$ cat config.mk
export PLATFORM = sky130hd
export DESIGN_NAME = branch_resolution_unit_flat
export DESIGN_NICKNAME = d
export VERILOG_FILES = /design/src/rtl/branch_resolution_unit_pkg.sv /design/src/rtl/branch_resolution_unit_if.sv /design/src/rtl/branch_resolution_unit_bru_track_stage.sv /design/src/rtl/branch_resolution_unit.sv /design/src/flat_wrapper.sv
export SDC_FILE = /design/constraint.sdc
export NUM_CORES = 1
export LEC_CHECK = 0
export CORE_ASPECT_RATIO = 0.7
export CORE_MARGIN = 3
export CORE_UTILIZATION = 25
export DETAILED_ROUTE_END_ITERATION = 7
export GPL_TIMING_DRIVEN = 0
export PLACE_DENSITY = 0.43
export SYNTH_ARGS = -nofsm -noshare
export SYNTH_HDL_FRONTEND = slang
export SYNTH_SLANG_ARGS = --single-unit
export TNS_END_PERCENT = 1
$ cat constraint.sdc
create_clock -name clk -period 8.1 [get_ports clk]
set_input_delay 1.215 -clock clk [delete_from_list [all_inputs] [get_ports clk]]
set_output_delay 1.215 -clock clk [all_outputs]
set_load 0.01 [all_outputs]
$ cat src/rtl/branch_resolution_unit_pkg.sv
// Shared opcode header and branch-resolution state encoding.
package branch_resolution_unit_pkg;

    localparam logic [6:0] OPCODE_BRANCH = 7'b1100011;

    localparam logic BRU_RUN     = 1'b0;
    localparam logic BRU_RECOVER = 1'b1;

    typedef enum logic {
        StRun     = BRU_RUN,
        StRecover = BRU_RECOVER
    } bru_state_e;

    function automatic logic is_branch(input logic [6:0] opcode);
        return opcode == OPCODE_BRANCH;
    endfunction

endpackage

$ cat src/rtl/branch_resolution_unit_if.sv
// Prediction-in / resolution-out bundle between the pipeline and the branch resolution unit.
interface branch_resolution_unit_if #(
    parameter int unsigned XLEN  = 32,
    parameter int unsigned CNT_W = 32
) ();

    logic [6:0]      IF_opcode;
    logic [XLEN-1:0] IF_pc;
    logic [XLEN-1:0] IF_imm;
    logic            IF_pred_taken;
    logic [XLEN-1:0] IF_pred_target;
    logic            stall_IF_ID;
    logic            stall_ID_EX;
    logic            EX_actual_taken;
    logic            flush;
    logic [XLEN-1:0] redirect_pc;
    logic            EX_branch;
    logic            EX_branch_taken;
    logic [CNT_W-1:0] branch_count;
    logic [CNT_W-1:0] mispredict_count;

    modport master (
        output IF_opcode, IF_pc, IF_imm, IF_pred_taken, IF_pred_target,
        output stall_IF_ID, stall_ID_EX, EX_actual_taken,
        input  flush, redirect_pc, EX_branch, EX_branch_taken, branch_count, mispredict_count
    );

    modport slave (
        input  IF_opcode, IF_pc, IF_imm, IF_pred_taken, IF_pred_target,
        input  stall_IF_ID, stall_ID_EX, EX_actual_taken,
        output flush, redirect_pc, EX_branch, EX_branch_taken, branch_count, mispredict_count
    );

endinterface

$ cat src/rtl/branch_resolution_unit_bru_track_stage.sv
// One pipeline tracking register for a branch prediction; flush beats load, load beats hold.
module bru_track_stage #(
    parameter int unsigned XLEN = 32
) (
    input  logic            clk,
    input  logic            reset,
    input  logic            i_load,
    input  logic            i_flush,
    input  logic            i_valid,
    input  logic            i_pred_taken,
    input  logic [XLEN-1:0] i_pred_target,
    input  logic [XLEN-1:0] i_pc,
    input  logic [XLEN-1:0] i_imm,
    output logic            o_valid,
    output logic            o_pred_taken,
    output logic [XLEN-1:0] o_pred_target,
    output logic [XLEN-1:0] o_pc,
    output logic [XLEN-1:0] o_imm
);

    logic            r_valid;
    logic            r_pred_taken;
    logic [XLEN-1:0] r_pred_target;
    logic [XLEN-1:0] r_pc;
    logic [XLEN-1:0] r_imm;

    always_ff @(posedge clk or posedge reset) begin
        if (reset) begin
            r_valid       <= 1'b0;
            r_pred_taken  <= 1'b0;
            r_pred_target <= '0;
            r_pc          <= '0;
            r_imm         <= '0;
        end else if (i_flush) begin
            r_valid <= 1'b0;
        end else if (i_load) begin
            r_valid       <= i_valid;
            r_pred_taken  <= i_pred_taken;
            r_pred_target <= i_pred_target;
            r_pc          <= i_pc;
            r_imm         <= i_imm;
        end
    end

    assign o_valid       = r_valid;
    assign o_pred_taken  = r_pred_taken;
    assign o_pred_target = r_pred_target;
    assign o_pc          = r_pc;
    assign o_imm         = r_imm;

endmodule

$ cat src/rtl/branch_resolution_unit.sv
// EX-side branch resolution: tracks predictions through IF/ID and ID/EX, flags mispredicts,
// produces the corrected fetch PC and keeps saturating statistics.
module branch_resolution_unit
    import branch_resolution_unit_pkg::*;
#(
    parameter int unsigned XLEN  = 32,
    parameter int unsigned CNT_W = 32
) (
    input logic                     clk,
    input logic                     reset,
    branch_resolution_unit_if.slave bru
);

    localparam logic [CNT_W-1:0] CntOne = {{(CNT_W-1){1'b0}}, 1'b1};
    localparam logic [CNT_W-1:0] CntMax = {CNT_W{1'b1}};
    localparam logic [XLEN-1:0]  InstBytes = XLEN'(4);

    bru_state_e r_state, w_state_next;

    logic            w_ifid_valid, w_ifid_pred_taken;
    logic [XLEN-1:0] w_ifid_pred_target, w_ifid_pc, w_ifid_imm;
    logic            w_idex_valid, w_idex_pred_taken;
    logic [XLEN-1:0] w_idex_pred_target, w_idex_pc, w_idex_imm;

    logic            w_res_en;
    logic            w_mispredict;
    logic [XLEN-1:0] w_actual_target;
    logic [XLEN-1:0] w_fallthrough;
    logic [XLEN-1:0] w_redirect_pc;
    logic            w_branch_taken;

    logic [CNT_W-1:0] r_branch_count;
    logic [CNT_W-1:0] r_mispredict_count;

    bru_track_stage #(.XLEN(XLEN)) u_ifid (
        .clk           (clk),
        .reset         (reset),
        .i_load        (~bru.stall_IF_ID),
        .i_flush       (w_mispredict),
        .i_valid       (is_branch(bru.IF_opcode)),
        .i_pred_taken  (bru.IF_pred_taken),
        .i_pred_target (bru.IF_pred_target),
        .i_pc          (bru.IF_pc),
        .i_imm         (bru.IF_imm),
        .o_valid       (w_ifid_valid),
        .o_pred_taken  (w_ifid_pred_taken),
        .o_pred_target (w_ifid_pred_target),
        .o_pc          (w_ifid_pc),
        .o_imm         (w_ifid_imm)
    );

    // A stalled IF/ID feeding an advancing ID/EX must not duplicate its branch: insert a bubble.
    bru_track_stage #(.XLEN(XLEN)) u_idex (
        .clk           (clk),
        .reset         (reset),
        .i_load        (~bru.stall_ID_EX),
        .i_flush       (w_mispredict),
        .i_valid       (w_ifid_valid & ~bru.stall_IF_ID),
        .i_pred_taken  (w_ifid_pred_taken),
        .i_pred_target (w_ifid_pred_target),
        .i_pc          (w_ifid_pc),
        .i_imm         (w_ifid_imm),
        .o_valid       (w_idex_valid),
        .o_pred_taken  (w_idex_pred_taken),
        .o_pred_target (w_idex_pred_target),
        .o_pc          (w_idex_pc),
        .o_imm         (w_idex_imm)
    );

    assign w_actual_target = w_idex_pc + w_idex_imm;
    assign w_fallthrough   = w_idex_pc + InstBytes;

    always_comb begin
        w_state_next   = r_state;
        w_res_en       = 1'b0;
        w_mispredict   = 1'b0;
        w_branch_taken = 1'b0;
        w_redirect_pc  = '0;
        unique case (r_state)
            StRun: begin
                w_res_en = w_idex_valid & ~bru.stall_ID_EX;
                if (w_res_en) begin
                    w_branch_taken = bru.EX_actual_taken;
                    w_mispredict   = (w_idex_pred_taken != bru.EX_actual_taken) ||
                                     (w_idex_pred_taken && bru.EX_actual_taken &&
                                      (w_idex_pred_target != w_actual_target));
                end
                if (w_mispredict) begin
                    w_redirect_pc = bru.EX_actual_taken ? w_actual_target : w_fallthrough;
                    w_state_next  = StRecover;
                end
            end
            StRecover: w_state_next = StRun;
            default:   w_state_next = StRun;
        endcase
    end

    always_ff @(posedge clk or posedge reset) begin
        if (reset) begin
            r_state            <= StRun;
            r_branch_count     <= '0;
            r_mispredict_count <= '0;
        end else begin
            r_state <= w_state_next;
            if (w_res_en && (r_branch_count != CntMax)) begin
                r_branch_count <= r_branch_count + CntOne;
            end
            if (w_mispredict && (r_mispredict_count != CntMax)) begin
                r_mispredict_count <= r_mispredict_count + CntOne;
            end
        end
    end

    assign bru.flush            = w_mispredict;
    assign bru.redirect_pc      = w_redirect_pc;
    assign bru.EX_branch        = w_res_en;
    assign bru.EX_branch_taken  = w_branch_taken;
    assign bru.branch_count     = r_branch_count;
    assign bru.mispredict_count = r_mispredict_count;

endmodule

$ cat src/flat_wrapper.sv
// flat-port wrapper written by rule: the top's interface ports become plain ports
module branch_resolution_unit_flat import branch_resolution_unit_pkg::*;
#(
    parameter int unsigned XLEN  = 32,
    parameter int unsigned CNT_W = 32
)
  (clk, reset, bru_IF_opcode, bru_IF_pc, bru_IF_imm, bru_IF_pred_taken, bru_IF_pred_target, bru_stall_IF_ID, bru_stall_ID_EX, bru_EX_actual_taken, bru_flush, bru_redirect_pc, bru_EX_branch, bru_EX_branch_taken, bru_branch_count, bru_mispredict_count);
  branch_resolution_unit_if #(.XLEN(XLEN), .CNT_W(CNT_W)) bru_i ();
  input logic clk;
  input logic reset;
  input wire logic [$bits(bru_i.IF_opcode)-1:0] bru_IF_opcode;
  input wire logic [$bits(bru_i.IF_pc)-1:0] bru_IF_pc;
  input wire logic [$bits(bru_i.IF_imm)-1:0] bru_IF_imm;
  input wire logic [$bits(bru_i.IF_pred_taken)-1:0] bru_IF_pred_taken;
  input wire logic [$bits(bru_i.IF_pred_target)-1:0] bru_IF_pred_target;
  input wire logic [$bits(bru_i.stall_IF_ID)-1:0] bru_stall_IF_ID;
  input wire logic [$bits(bru_i.stall_ID_EX)-1:0] bru_stall_ID_EX;
  input wire logic [$bits(bru_i.EX_actual_taken)-1:0] bru_EX_actual_taken;
  output wire logic [$bits(bru_i.flush)-1:0] bru_flush;
  output wire logic [$bits(bru_i.redirect_pc)-1:0] bru_redirect_pc;
  output wire logic [$bits(bru_i.EX_branch)-1:0] bru_EX_branch;
  output wire logic [$bits(bru_i.EX_branch_taken)-1:0] bru_EX_branch_taken;
  output wire logic [$bits(bru_i.branch_count)-1:0] bru_branch_count;
  output wire logic [$bits(bru_i.mispredict_count)-1:0] bru_mispredict_count;
  assign bru_i.IF_opcode = bru_IF_opcode;
  assign bru_i.IF_pc = bru_IF_pc;
  assign bru_i.IF_imm = bru_IF_imm;
  assign bru_i.IF_pred_taken = bru_IF_pred_taken;
  assign bru_i.IF_pred_target = bru_IF_pred_target;
  assign bru_i.stall_IF_ID = bru_stall_IF_ID;
  assign bru_i.stall_ID_EX = bru_stall_ID_EX;
  assign bru_i.EX_actual_taken = bru_EX_actual_taken;
  assign bru_flush = bru_i.flush;
  assign bru_redirect_pc = bru_i.redirect_pc;
  assign bru_EX_branch = bru_i.EX_branch;
  assign bru_EX_branch_taken = bru_i.EX_branch_taken;
  assign bru_branch_count = bru_i.branch_count;
  assign bru_mispredict_count = bru_i.mispredict_count;
  branch_resolution_unit #(.XLEN(XLEN), .CNT_W(CNT_W)) u_core (.clk(clk), .reset(reset), .bru(bru_i));
endmodule
==> impl_results.md <==
- WP data arrival: 6.23 ns
- Pwr Density: 226 nW/um2
- Drt total wl: 45800 um
- Routed wire length per instance: 20.3 um
- Syn_nets: 1391
- P_leak: 7.84 nW
- Asr flop ratio synth: 1.00
- Synth Register Bits: 261
- CTS tree: done
- Register area share after synthesis: 0.458
- DP HPWL: 35700 um
- Setup TNS: 0 ns
- Layout area overhead: 29.6%
- Number of buffers created by CTS: 30
- Worst hold path type: flip-flop to flip-flop
- Cells after synthesis: 1246
- Crit end category: output port
- Post-CTS Hold Buffers: 0
- DRT antenna net count: 0
- First-pass GRT wire length: 68900 um
- Clk_lat worst skew: 0.58 ns
- Minimum clock period: 7.44 ns
- PortBufs: 207
- Fill cell total of the finished layout: 5608
- Most common cell in the netlist: dfrtp_1
- Initial core utilization: 0.256
- Largest net degree at the start of global routing: 41
- Setup violators final: 0
- Dominant cells by area after synthesis: dfrtp_1, mux2_2, mux2_4
- Clock Pin Slew Worst Setup and Hold Paths: 0.06 ns
- Root buffer cell: clkbuf_16
- Final Hold Violating Endpoints: 0
- DRC: 0
- Crit path largest cell delay: 0.73 ns
- I/O Pins: 208
- CP max-delay cell: clkbuf_1
- Relative slew slack: 0.377
- Crit-path cells: ha_1, inv_1, fa_1, nor2b_1, o21a_1, o21ai_1, and2_1, o31ai_1, a21oi_1, a2111oi_0, and4_1, nand4_2, nand2_1, clkbuf_1, a211oi_1, clkdlybuf4s50_1
- Main flop type after synthesis: dfrtp_1
- Initial antenna violation count: 2
- Vias: 10.5k
- Critical Path Start Type: flip-flop
- Post-synth top cells: dfrtp_1, mux2_2, nor2_1
- Max Slew Vio Count: 0
- Final period util: 0.919
- CORE AREA: 55800 um2
- Share of cells above drive strength 1: 0.196
- Multi-input logic area: 7240 um2
- Max Cap Viol: 0
- GRT Resource Usage Total: 0.150
- Design area: 18500 um2
- # clock sinks: 261
- Vias per cell: 4.64
- Post-CTS Setup Bufs: 0
- RSZ-0062 raised after global routing: no
- VDD IR max: 164 uV
- Worst-path fanout max: 10
- Synth Cell Area: 14200 um2
- Post-placement cell count: 2200
- Initial DRC count: 694
- Grt total ovfl: 0
- Synthesis warning total: 0
- Pwr Total: 4.17 mW
- Mean post-synth cell area: 11.4 um2
- Final nets: 1637
- Placed cell areas: 17400 um2
- Final Wtd Congestion: 0.868
- Post-synth top area share: 0.458
- Clk buf depth: 3
- Flip-flop and latch area: 6530 um2
- Outcome: complete, no violations
- Worst-margin pin slew: 0.935 ns
- Cell Rows: 72
- H-tree levels: 1
- DRT Pass-1 Iters: 5
- Worst path required time: 6.88 ns
- Vias in the first global route: 10.7k
- Finished Layout Cells: 2256
- Final Skew: 0.0114 ns
- Die Ht: 206 um
- Crit path kind: flip-flop to output port
- EDFF count, synth: 0
- Distinct cell type count after synthesis: 77
- Width of the chip: 291 um
- Die area: 59900 um2
- Fmax: 134 MHz
- Yosys top cell by area: dfrtp_1
- Post_cts resized: 0
[worst max-delay path: cells and delay by family (launching register included)]
family / cells / cell delay, ns
buf+inv: 3 / 1.36
compound gates: 6 / 1.81
fa+ha+maj: 2 / 0.57
simple gates: 5 / 1.52
flops: 1 / 0.38
[flip-flops by register name (all words and copies together) (netlist names)]
name / count
u_core.u_idex.o_pc: 32
u_core.bru.branch_count: 32
u_core.u_idex.o_imm: 32
u_core.u_ifid.o_valid: 1
u_core.u_ifid.o_imm: 32
u_core.u_ifid.o_pred_target: 32
u_core.bru.mispredict_count: 32
u_core.u_ifid.o_pred_taken: 1
u_core.r_state: 1
u_core.u_idex.o_pred_taken: 1
u_core.u_idex.o_valid: 1
u_core.u_ifid.o_pc: 32
u_core.u_idex.o_pred_target: 32
[through the flow]
step	hold WS (ns)	setup WS (ns)	utilization
floorplan	0.455	3.36	-
global placement	0.464	0.760	0.309
detailed placement	0.470	0.871	0.312
CTS	0.484	0.613	0.331
global route	0.509	0.346	0.331
finish	0.481	0.657	0.331
[placed cells by master (no fill, tap or decap), types with 24 or more instances in the layout]
master           netlist  routed
a21oi_1               47      47
ha_1                  35      35
mux2_2               136     136
and3_1                25      25
nor2_1                97      97
clkbuf_1              18      24
xor2_1                71      71
clkdlybuf4s50_1        0     207
mux2_4                54      54
nand2_1               86      86
clkbuf_16              0      31
nand4_1               31      31
xnor2_1               71      71
nand3_1               42      42
dfrtp_1              261     261
[cell families (layout without fill, tap and decap cells)]
kind of cell	count (synthesis)	count (layout)	share of synthesized area
buffers and inverters	74	342	0.0337
flip-flops	261	261	0.458
adder cells (fa/ha/maj)	36	36	0.0321
AND/OR/NAND/NOR	372	372	0.132
XOR/XNOR	147	147	0.0954
AO/OA/AOI/OAI	156	156	0.0764
multiplexers	200	200	0.172
other	0	2	0
[per-layer routing]
layer,routed length [um],vias up,share of wire,track usage
met5,0,-,0,0
met4,856,0,0.019,0.0283
met3,2100,49,0.046,0.0227
met2,19100,241,0.42,0.217
met1,23800,5203,0.52,0.234
li1,-,4969,-,-
[worst paths after layout]
| kind | start | cells after the start | slack (ns) | end |
|---|---|---|---|---|
| worst min-delay path | u_core.u_idex.o_valid | 1 | 0.48 | u_core.u_idex.o_valid |
| worst max-delay path | u_core.u_idex.o_pc[0] | 16 | 0.66 | bru_redirect_pc[23] |
| min in group asynchronous | reset | 2 | 1.02 | u_core.u_ifid.o_pred_target[10] |
| worst min register to register | u_core.u_idex.o_valid | 1 | 0.48 | u_core.u_idex.o_valid |
| worst max register to register | u_core.u_idex.o_pc[0] | 16 | 2.95 | u_core.u_ifid.o_imm[20] |
| max in group asynchronous | reset | 5 | 5.95 | u_core.u_ifid.o_pred_target[0] |
[final cells by class]
| cell class | count | area share |
|---|---|---|
| Tap cell | 740 | 0.0501 |
| Clock inverter | 9 | 0.00847 |
| Inverter | 15 | 0.00325 |
| Clock buffer | 45 | 0.0492 |
| Buffer | 59 | 0.0230 |
| Sequential cell | 261 | 0.354 |
| Timing Repair Buffer | 214 | 0.120 |
| Multi-Input combinational cell | 911 | 0.392 |
| Antenna cell | 2 | 0.000271 |
[report_power, final]
| part | switching [mW] | total [mW] | internal [mW] |
|---|---|---|---|
| combinational | 0.612 | 1.14 | 0.532 |
| clock | 0.564 | 1.46 | 0.897 |
| sequential | 0.134 | 1.56 | 1.43 |
No activity file was read; power rests on OpenSTA's default activity.
